`src/rtl/elevator_pkg.sv`:
```
// -----------------------------------------------------------------------------
// elevator_pkg
// Shared definitions for the elevator request controller and the movement FSM:
// controller state encoding, one-hot-free floor codes (001..100 = floors 1..4)
// and small helpers that turn a floor code into request-bit masks.
// -----------------------------------------------------------------------------
package elevator_pkg;

  localparam int NUM_FLOORS = 4;

  typedef enum logic [1:0] {
    ST_IDLE   = 2'd0,
    ST_MOVE   = 2'd1,
    ST_TRAVEL = 2'd2,
    ST_DOOR   = 2'd3
  } state_e;

  localparam logic [2:0] FLOOR_1 = 3'b001;
  localparam logic [2:0] FLOOR_2 = 3'b010;
  localparam logic [2:0] FLOOR_3 = 3'b011;
  localparam logic [2:0] FLOOR_4 = 3'b100;

  function automatic logic floor_valid(input logic [2:0] floor);
    return (floor >= FLOOR_1) && (floor <= FLOOR_4);
  endfunction

  // Request-bit index of a floor code; only meaningful when floor_valid().
  function automatic logic [1:0] floor_idx(input logic [2:0] floor);
    return 2'(floor - 3'd1);
  endfunction

  // Request bits strictly above / strictly below floor index idx.
  function automatic logic [NUM_FLOORS-1:0] above_mask(input logic [1:0] idx);
    return 4'b1110 << idx;
  endfunction

  function automatic logic [NUM_FLOORS-1:0] below_mask(input logic [1:0] idx);
    return (4'b0001 << idx) - 4'd1;
  endfunction

endpackage

```
`src/rtl/elevator_request_ctrl_if.sv`:
```
// -----------------------------------------------------------------------------
// elevator_request_ctrl_if
// Bundle between the request controller and its environment (buttons and the
// movement FSM).
//   call_btn    [3:0] floor call buttons, bit i = floor i+1
//   cur_floor   [2:0] current floor code from the movement FSM
//   stop_go           0 = step one floor this cycle, 1 = hold
//   up_down           1 = up, 0 = down
//   door_open         door held open at the current floor
//   req_pending [3:0] latched outstanding requests
// master: environment side; slave: request controller side.
// -----------------------------------------------------------------------------
interface elevator_request_ctrl_if;

  logic [3:0] call_btn;
  logic [2:0] cur_floor;
  logic       stop_go;
  logic       up_down;
  logic       door_open;
  logic [3:0] req_pending;

  modport master (
    output call_btn, cur_floor,
    input  stop_go, up_down, door_open, req_pending
  );

  modport slave (
    input  call_btn, cur_floor,
    output stop_go, up_down, door_open, req_pending
  );

endinterface

```
`src/rtl/elevator_request_ctrl.sv`:
```
// -----------------------------------------------------------------------------
// elevator_request_ctrl
// Latches floor calls and steers the movement FSM one floor at a time, keeping
// the current direction while requests lie ahead and reversing only when all
// remaining requests are behind. Opens the door when the current floor has a
// pending request.
// Ports:
//   CLK  clock, all state updates on the rising edge
//   RST  synchronous active-high reset
//   bus  elevator_request_ctrl_if.slave (call_btn, cur_floor in;
//        stop_go, up_down, door_open, req_pending out)
// -----------------------------------------------------------------------------
module elevator_request_ctrl
  import elevator_pkg::*;
#(
  parameter int TRAVEL_CYCLES = 8,   // 2..255
  parameter int DOOR_CYCLES   = 16   // 1..255
) (
  input logic                    CLK,
  input logic                    RST,
  elevator_request_ctrl_if.slave bus
);

  // Counter is loaded with N-1 on entry so the state lasts exactly N cycles.
  localparam logic [7:0] TRAVEL_LOAD = 8'(TRAVEL_CYCLES - 1);
  localparam logic [7:0] DOOR_LOAD   = 8'(DOOR_CYCLES - 1);

  state_e                  state_q, state_d;
  logic                    up_down_q, up_down_d;
  logic [NUM_FLOORS-1:0]   req_q, req_d;
  logic [7:0]              cnt_q, cnt_d;

  logic                    floor_ok;
  logic [1:0]              floor_i;
  logic [NUM_FLOORS-1:0]   cur_mask;
  logic [NUM_FLOORS-1:0]   ahead_mask;

  // NOTE: sequential state uses non-blocking assignments only, and reset is
  // sampled on the clock edge so it is just the highest-priority branch.
  always_ff @(posedge CLK) begin
    if (RST) begin
      state_q   <= ST_IDLE;
      up_down_q <= 1'b1;
      req_q     <= '0;
      cnt_q     <= '0;
    end else begin
      state_q   <= state_d;
      up_down_q <= up_down_d;
      req_q     <= req_d;
      cnt_q     <= cnt_d;
    end
  end

  // NOTE: every variable gets a default before the case so no latch is inferred.
  always_comb begin
    state_d    = state_q;
    up_down_d  = up_down_q;
    cnt_d      = cnt_q;
    floor_ok   = floor_valid(bus.cur_floor);
    floor_i    = floor_idx(bus.cur_floor);
    cur_mask   = floor_ok ? (4'b0001 << floor_i) : '0;
    ahead_mask = up_down_q ? above_mask(floor_i) : below_mask(floor_i);
    req_d      = req_q | bus.call_btn;

    unique case (state_q)
      ST_IDLE: begin
        // An unknown floor code freezes decisions: no move, no clear.
        if (floor_ok && (req_q != '0)) begin
          if (|(req_q & cur_mask)) begin
            state_d = ST_DOOR;
            cnt_d   = DOOR_LOAD;
            req_d   = req_d & ~cur_mask;
          end else begin
            // Current bit is clear, so a non-empty set lies ahead or behind;
            // reversing when nothing is ahead also keeps the car off the
            // end stops.
            if ((req_q & ahead_mask) == '0) begin
              up_down_d = ~up_down_q;
            end
            state_d = ST_MOVE;
          end
        end
      end
      ST_MOVE: begin
        state_d = ST_TRAVEL;
        cnt_d   = TRAVEL_LOAD;
      end
      ST_TRAVEL: begin
        if (cnt_q == 8'd0) state_d = ST_IDLE;
        else               cnt_d   = cnt_q - 8'd1;
      end
      ST_DOOR: begin
        // Calls for the floor being served are absorbed while the door is open.
        req_d = req_d & ~cur_mask;
        if (cnt_q == 8'd0) state_d = ST_IDLE;
        else               cnt_d   = cnt_q - 8'd1;
      end
      default: state_d = ST_IDLE;
    endcase
  end

  assign bus.stop_go     = (state_q != ST_MOVE);
  assign bus.up_down     = up_down_q;
  assign bus.door_open   = (state_q == ST_DOOR);
  assign bus.req_pending = req_q;

endmodule

```
`src/flat_wrapper.sv`:
```
// flat-port wrapper written by rule: the top's interface ports become plain ports
module elevator_request_ctrl_flat import elevator_pkg::*;
#(
  parameter int TRAVEL_CYCLES = 8,            
  parameter int DOOR_CYCLES   = 16            
)
  (CLK, RST, bus_call_btn, bus_cur_floor, bus_stop_go, bus_up_down, bus_door_open, bus_req_pending);
  elevator_request_ctrl_if bus_i ();
  input logic CLK;
  input logic RST;
  input wire logic [$bits(bus_i.call_btn)-1:0] bus_call_btn;
  input wire logic [$bits(bus_i.cur_floor)-1:0] bus_cur_floor;
  output wire logic [$bits(bus_i.stop_go)-1:0] bus_stop_go;
  output wire logic [$bits(bus_i.up_down)-1:0] bus_up_down;
  output wire logic [$bits(bus_i.door_open)-1:0] bus_door_open;
  output wire logic [$bits(bus_i.req_pending)-1:0] bus_req_pending;
  assign bus_i.call_btn = bus_call_btn;
  assign bus_i.cur_floor = bus_cur_floor;
  assign bus_stop_go = bus_i.stop_go;
  assign bus_up_down = bus_i.up_down;
  assign bus_door_open = bus_i.door_open;
  assign bus_req_pending = bus_i.req_pending;
  elevator_request_ctrl #(.TRAVEL_CYCLES(TRAVEL_CYCLES), .DOOR_CYCLES(DOOR_CYCLES)) u_core (.CLK(CLK), .RST(RST), .bus(bus_i));
endmodule
```
`config.mk`:
```
export PLATFORM = sky130hd
export DESIGN_NAME = elevator_request_ctrl_flat
export DESIGN_NICKNAME = d
export VERILOG_FILES = /design/src/rtl/elevator_pkg.sv /design/src/rtl/elevator_request_ctrl_if.sv /design/src/rtl/elevator_request_ctrl.sv /design/src/flat_wrapper.sv
export SDC_FILE = /design/constraint.sdc
export NUM_CORES = 1
export LEC_CHECK = 0
export BUFFER_PORTS_ARGS = -buffer_cell sky130_fd_sc_hd__buf_2
export CELL_PAD_IN_SITES_DETAIL_PLACEMENT = 1
export CELL_PAD_IN_SITES_GLOBAL_PLACEMENT = 1
export CORE_MARGIN = 4
export CORE_UTILIZATION = 45
export CTS_CLUSTER_SIZE = 10
export DETAILED_ROUTE_END_ITERATION = 10
export PLACE_DENSITY_LB_ADDON = 0.3
export SLEW_MARGIN = 20
export SYNTH_ARGS = -nofsm -noshare
export SYNTH_HDL_FRONTEND = slang
export SYNTH_SLANG_ARGS = --single-unit
```
`constraint.sdc`:
```
create_clock -name CLK -period 4.6 [get_ports CLK]
set_clock_uncertainty 0.1 [all_clocks]
set_input_delay 0.23 -clock CLK [delete_from_list [all_inputs] [get_ports CLK]]
set_output_delay 0.23 -clock CLK [all_outputs]
set_load 0.01 [all_outputs]
```
* Yosys cells after proc, flatten, opt, wreduce, memory -nomap -nowiden
Cells that the tools add are included.
** Word-level totals
- Register bits after elaboration :: 15
- Latch bits :: 0
- Bits in writable memories :: 0
- Memory bits (read-only) :: 0
- Bits of input ports :: 9
- Output and inout port bits :: 7
- Logic and storage cells :: 50
- Memories kept :: 0
** Operators by class
- $add $sub $neg :: 3
- Multiply operators :: 0
- Div/mod/pow operators :: 0
- Order comparisons :: 2
- Equality and inequality tests :: 8
- Shift operators :: 2
- Mux-type cells :: 13
- Bitwise operators :: 7
- Reduce and logical (&&, ||, !) cells :: 11
** Operators by type and width (count)
- two-way mux 8 bit :: 3
- case mux 8 bit (3 select lines) :: 1
- two-way mux 4 bit :: 4
- AND 4 bit :: 3
- logical NOT 8 bit :: 1
- != test 2 x 1 -> 1 bit, second input constant :: 4
- case mux 4 bit (2 select lines) :: 1
- subtractor 8 x 1 -> 8 bit, second input constant :: 1
- two-way mux 2 bit :: 3
- case mux 2 bit (3 select lines) :: 1
- == test 2 bit, second input constant :: 2
- logical NOT 4 bit :: 1
- inverter 4 bit :: 1
- OR 4 bit :: 1
- AND reduction 4 bit :: 1
- nonzero test 4 bit :: 1
- OR reduction 4 bit :: 1
- << shifter 1 x 2 -> 4 bit, first input constant :: 1
- << shifter 4 x 2 -> 4 bit, first input constant :: 1
- subtractor 4 x 1 -> 4 bit, second input constant :: 1
- greater-or-equal comparator 3 x 1 -> 1 bit, second input constant :: 1
- <= comparator 3 bit, second input constant :: 1
- AND reduction 3 bit :: 1
- == test 2 x 1 -> 1 bit, second input constant :: 1
- other kinds (7) :: 9

* Depth between registers and ports, before layout
- Depth after elaboration :: 8
- Gate-level depth with buffers :: 7
- Gate-level depth less buffers :: 6

* Worst setup path after synthesis
OpenSTA, ideal clock, no wires.
- Path type :: reg-to-reg
- Start point :: reg u_core.cnt_q[0]
- End point :: reg u_core.cnt_q[2]
- Arrival :: 1.732 ns
- Data required time :: 4.412 ns
- Setup slack :: 2.680 ns
- Stages on the path, launching flop included :: 7
- Path buffers :: 0
- Path through :: dfxtp_1 inv_1 ha_1 or4b_4 or3_4 o221a_4 o32ai_2
** On the way
- Longest elaborated chain between the ends :: 3
- Elaborated cells on any way between the ends :: 6
- Classes of those cells :: add/sub (1); eq/ne (1); mux (2); reduce/logical (2)
** RTL lines
- from (decl) :: line elevator_request_ctrl.sv:31 : logic [7:0] cnt_q, cnt_d;
- from (signal assigned) :: line elevator_request_ctrl.sv:50 : cnt_q <= cnt_d;
- subtractor 8 x 1 -> 8 bit or logical NOT 8 bit (tied branches)
- two-way mux 8 bit or != test 2 bit (tied branches)
- case mux 8 bit (3 select lines) or AND reduction 3 bit (tied branches)
Parallel ways exist; a longest one is shown, timed or not. The select of a mux whose other input is x is not followed.
A chain may end at the register's enable or synchronous reset.

* Final worst setup path
- Start point :: reg u_core.state_q[1]
- End point :: reg u_core.up_down_q, in the netlist u_core.bus.up_down
** On the way
- Longest elaborated chain between the ends :: 2
** RTL lines
- from (decl) :: line elevator_request_ctrl.sv:28 : state_e state_q, state_d;
- from (signal assigned) :: line elevator_request_ctrl.sv:47 : state_q <= state_d;
- logical NOT 2 bit :: line elevator_request_ctrl.sv:65 : unique case (state_q)
- AND reduction 4 bit (no source line)
- to (signal assigned) :: line elevator_request_ctrl.sv:48 : up_down_q <= up_down_d;
- to (decl) :: line elevator_request_ctrl.sv:29 : logic up_down_q, up_down_d;
Every way passes these cells.

==> impl_results.md <==
- Run status: complete, no violations
- Full die area: 0.003386 mm^2
- Register area share after synthesis: 26.49%
- Io pins: 16
- FMAX: 417.3 MHz
- Largest vdd supply drop: 0.0003247 V
- Cts bufs inserted: 3
- Fin crit share: 52.09%
- Clk pwr share: 10.6%
- Largest net degree at the start of global routing: 13
- Die width: 58.19 um
- First-pass GRT wire length: 5513 um
- Top-count cell post-synth: dfxtp_1
- Via count: 1152
- Post-Syn Instances: 136
- Synth cell count leaders: dfxtp_1, inv_1, nor2_1
- Port buffer count: 15
- Synth top area cells: dfxtp_1, ha_1, inv_1
- WL final: 3431 um
- Root Driver: clkbuf_4
- Critical Path AT: 2.46 ns
- P_int: 0.0004056 W
- Net switching power: 0.0003760 W
- Share of the synthesized area in the top cell type: 26.49%
- Overflow after GRT: 0
- CP endpoint kind: flip-flop
- Share of layout cells above drive strength 1: 18.42%
- Initial antenna violation count: 0
- Number of synthesized flops with an enable pin: 0
- CP Max Fanout: 12
- Cell area power density: 620.9 mW/mm^2
- DRT Pass-1 Iters: 4
- Fillers: 293
- Ys async rst share: 0%
- Area leader, netlist: dfxtp_1
- CTS tree: done
- Placed cell area: 0.001231 mm^2
- Final-report hold violation count: 0
- Rows: 17
- Detailed-route DRC error count: 0
- Initial Utilization: 49.35%
- Core box area: 0.002297 mm^2
- Relative slew slack: 53.76%
- Worst-Skew Late Latency: 0.30 ns
- Resized Gates After CTS: 0
- Final Slew Violations: 0
- Worst slew pin tran: 0.6840 ns
- Worst R2R Setup Slack: 2.20 ns
- Synth cell types: 43
- Synth Register Bits: 15
- WL per Instance: 19.06 um
- Worst-path clk slew: 0.10 ns
- Fin crit period: 2.396 ns
- Max-Cap Viols: 0
- Worst hold path type: input pin to flip-flop
- Die Span Y: 58.19 um
- Sw Ratio: 48.10%
- H-tree levels: 1
- RR Startpoint: u_core.state_q[1]
- Path type of the worst setup path: flip-flop to flip-flop
- DPL Wire Length: 2677 um
- Routed Antenna Nets: 0
- Cts hold-fix bufs: 0
- Area Growth Syn to Fin: 11.04%
- Combinational share of power: 61.7%
- Leakage Power: 0.5745 nW
- Global placement routability congestion: 0.8097
- Mapped Area: 0.001134 mm^2
- Via density: 6.400
- Reg power frac: 27.7%
- Worst setup SP type: flip-flop
- Post-synthesis area per instance: 8.335 um^2
- Clock Sinks: 15
- GR Util All Layers: 21.58%
- Setup repair after global routing missed its margin: false
- Ys flop type: dfxtp_1
- Final instance area: 0.001259 mm^2
- Mapped Nets: 156
- Antenna Cells: 0
- Final net count: 173
- Vias in the first global route: 1125
- Syn. warnings: 0
- Setup violators final: 0
- Crit path from: u_core.state_q[1]
- Final core utilization: 54.79%
- Initial detailed-routing violation count: 29
- Clk buf depth: 2
- Worst EP required: 4.66 ns
- Post-Route Setup TNS: 0 ns
- Setup bufs post-CTS: 0
- Worst Hold Launch: bus_call_btn[2]
==> power by group through the flow <==
stage	clock network, W	logic, W	registers [W]
after global placement	0	0.000454	0.000215
after detailed placement	0	0.000473	0.000218
after global routing	0.0000903	0.000529	0.000221
after floorplan	0	0.000349	0.000211
final	0.0000829	0.000482	0.000216
after CTS	0.0000842	0.000478	0.000215
==> stage by stage <==
stage	total power [W]	hold slack [ns]	worst slack (ns)	cells
CTS	0.0007781	0.09883	2.247	180
detailed placement	0.0006913	0.4170	2.285	176
global placement	0.0006687	0.4138	2.454	176
finish	0.0007815	0.09327	2.204	180
global route	0.0008403	0.1100	2.025	180
floorplan	0.0005604	0.2970	2.680	136
==> kinds of logic after synthesis <==
| group | after synthesis | share of synthesized area, % |
|---|---|---|
| compound gates | 48 | 33.56 |
| fa+ha+maj | 11 | 12.14 |
| buf+inv | 17 | 5.739 |
| flops | 15 | 26.49 |
| mux | 2 | 1.876 |
| simple gates | 43 | 20.20 |
==> flip-flops by register name, indices dropped and copies added (netlist names) <==
signal,cells
u_core.bus.req_pending,4
u_core.state_q,2
u_core.bus.up_down,1
u_core.cnt_q,8
==> final timing paths <==
path                          endpoint  cells past startpoint
max reg2reg         u_core.bus.up_down                      6
max                 u_core.bus.up_down                      6
min reg2reg  u_core.bus.req_pending[3]                      2
min          u_core.bus.req_pending[2]                      3
==> layer usage <==
layer | part of all wire (%) | vias to the layer above | global-route usage [%]
met5 | 0 | - | 0
met4 | 1.7 | 0 | 8.940
met3 | 4.2 | 6 | 3.786
met2 | 47 | 34 | 35.00
met1 | 47 | 564 | 28.02
li1 | - | 548 | -
==> cells in the final DEF (no fill, tap or decap), drive strengths merged, types with 2 or more instances in the layout <==
cell type,n
nor3,4
or4,2
a221oi,4
or3,3
o21ai,5
a311oi,2
a211oi,5
ha,11
o31ai,3
o22ai,2
nand2,9
dfxtp,15
o221a,2
o211ai,2
clkbuf,3
buf,15
a22o,2
a21o,4
nor2,12
a32o,2
nand3,4
inv,14
nand2b,2
a21oi,8
==> worst max-delay path: stages (launching register included) <==
cell,delay [ns]
dfxtp_1,0.38
inv_1,0.17
ha_1,0.42
inv_1,0.25
or3_1,0.47
o31ai_1,0.28
o311ai_0,0.18
==> layout make-up <==
class	instances	area [um^2]	share of cell area [%]
repair buffers	15	75.07	5.964
clock buffers	3	22.52	1.789
inverters	14	52.55	4.175
clock inverters	1	5.005	0.3976
flip-flops and latches	15	300.3	23.86
multi-input cells	104	768.2	61.03
well taps	28	35.03	2.783
Power figures use the tool's default switching activity.
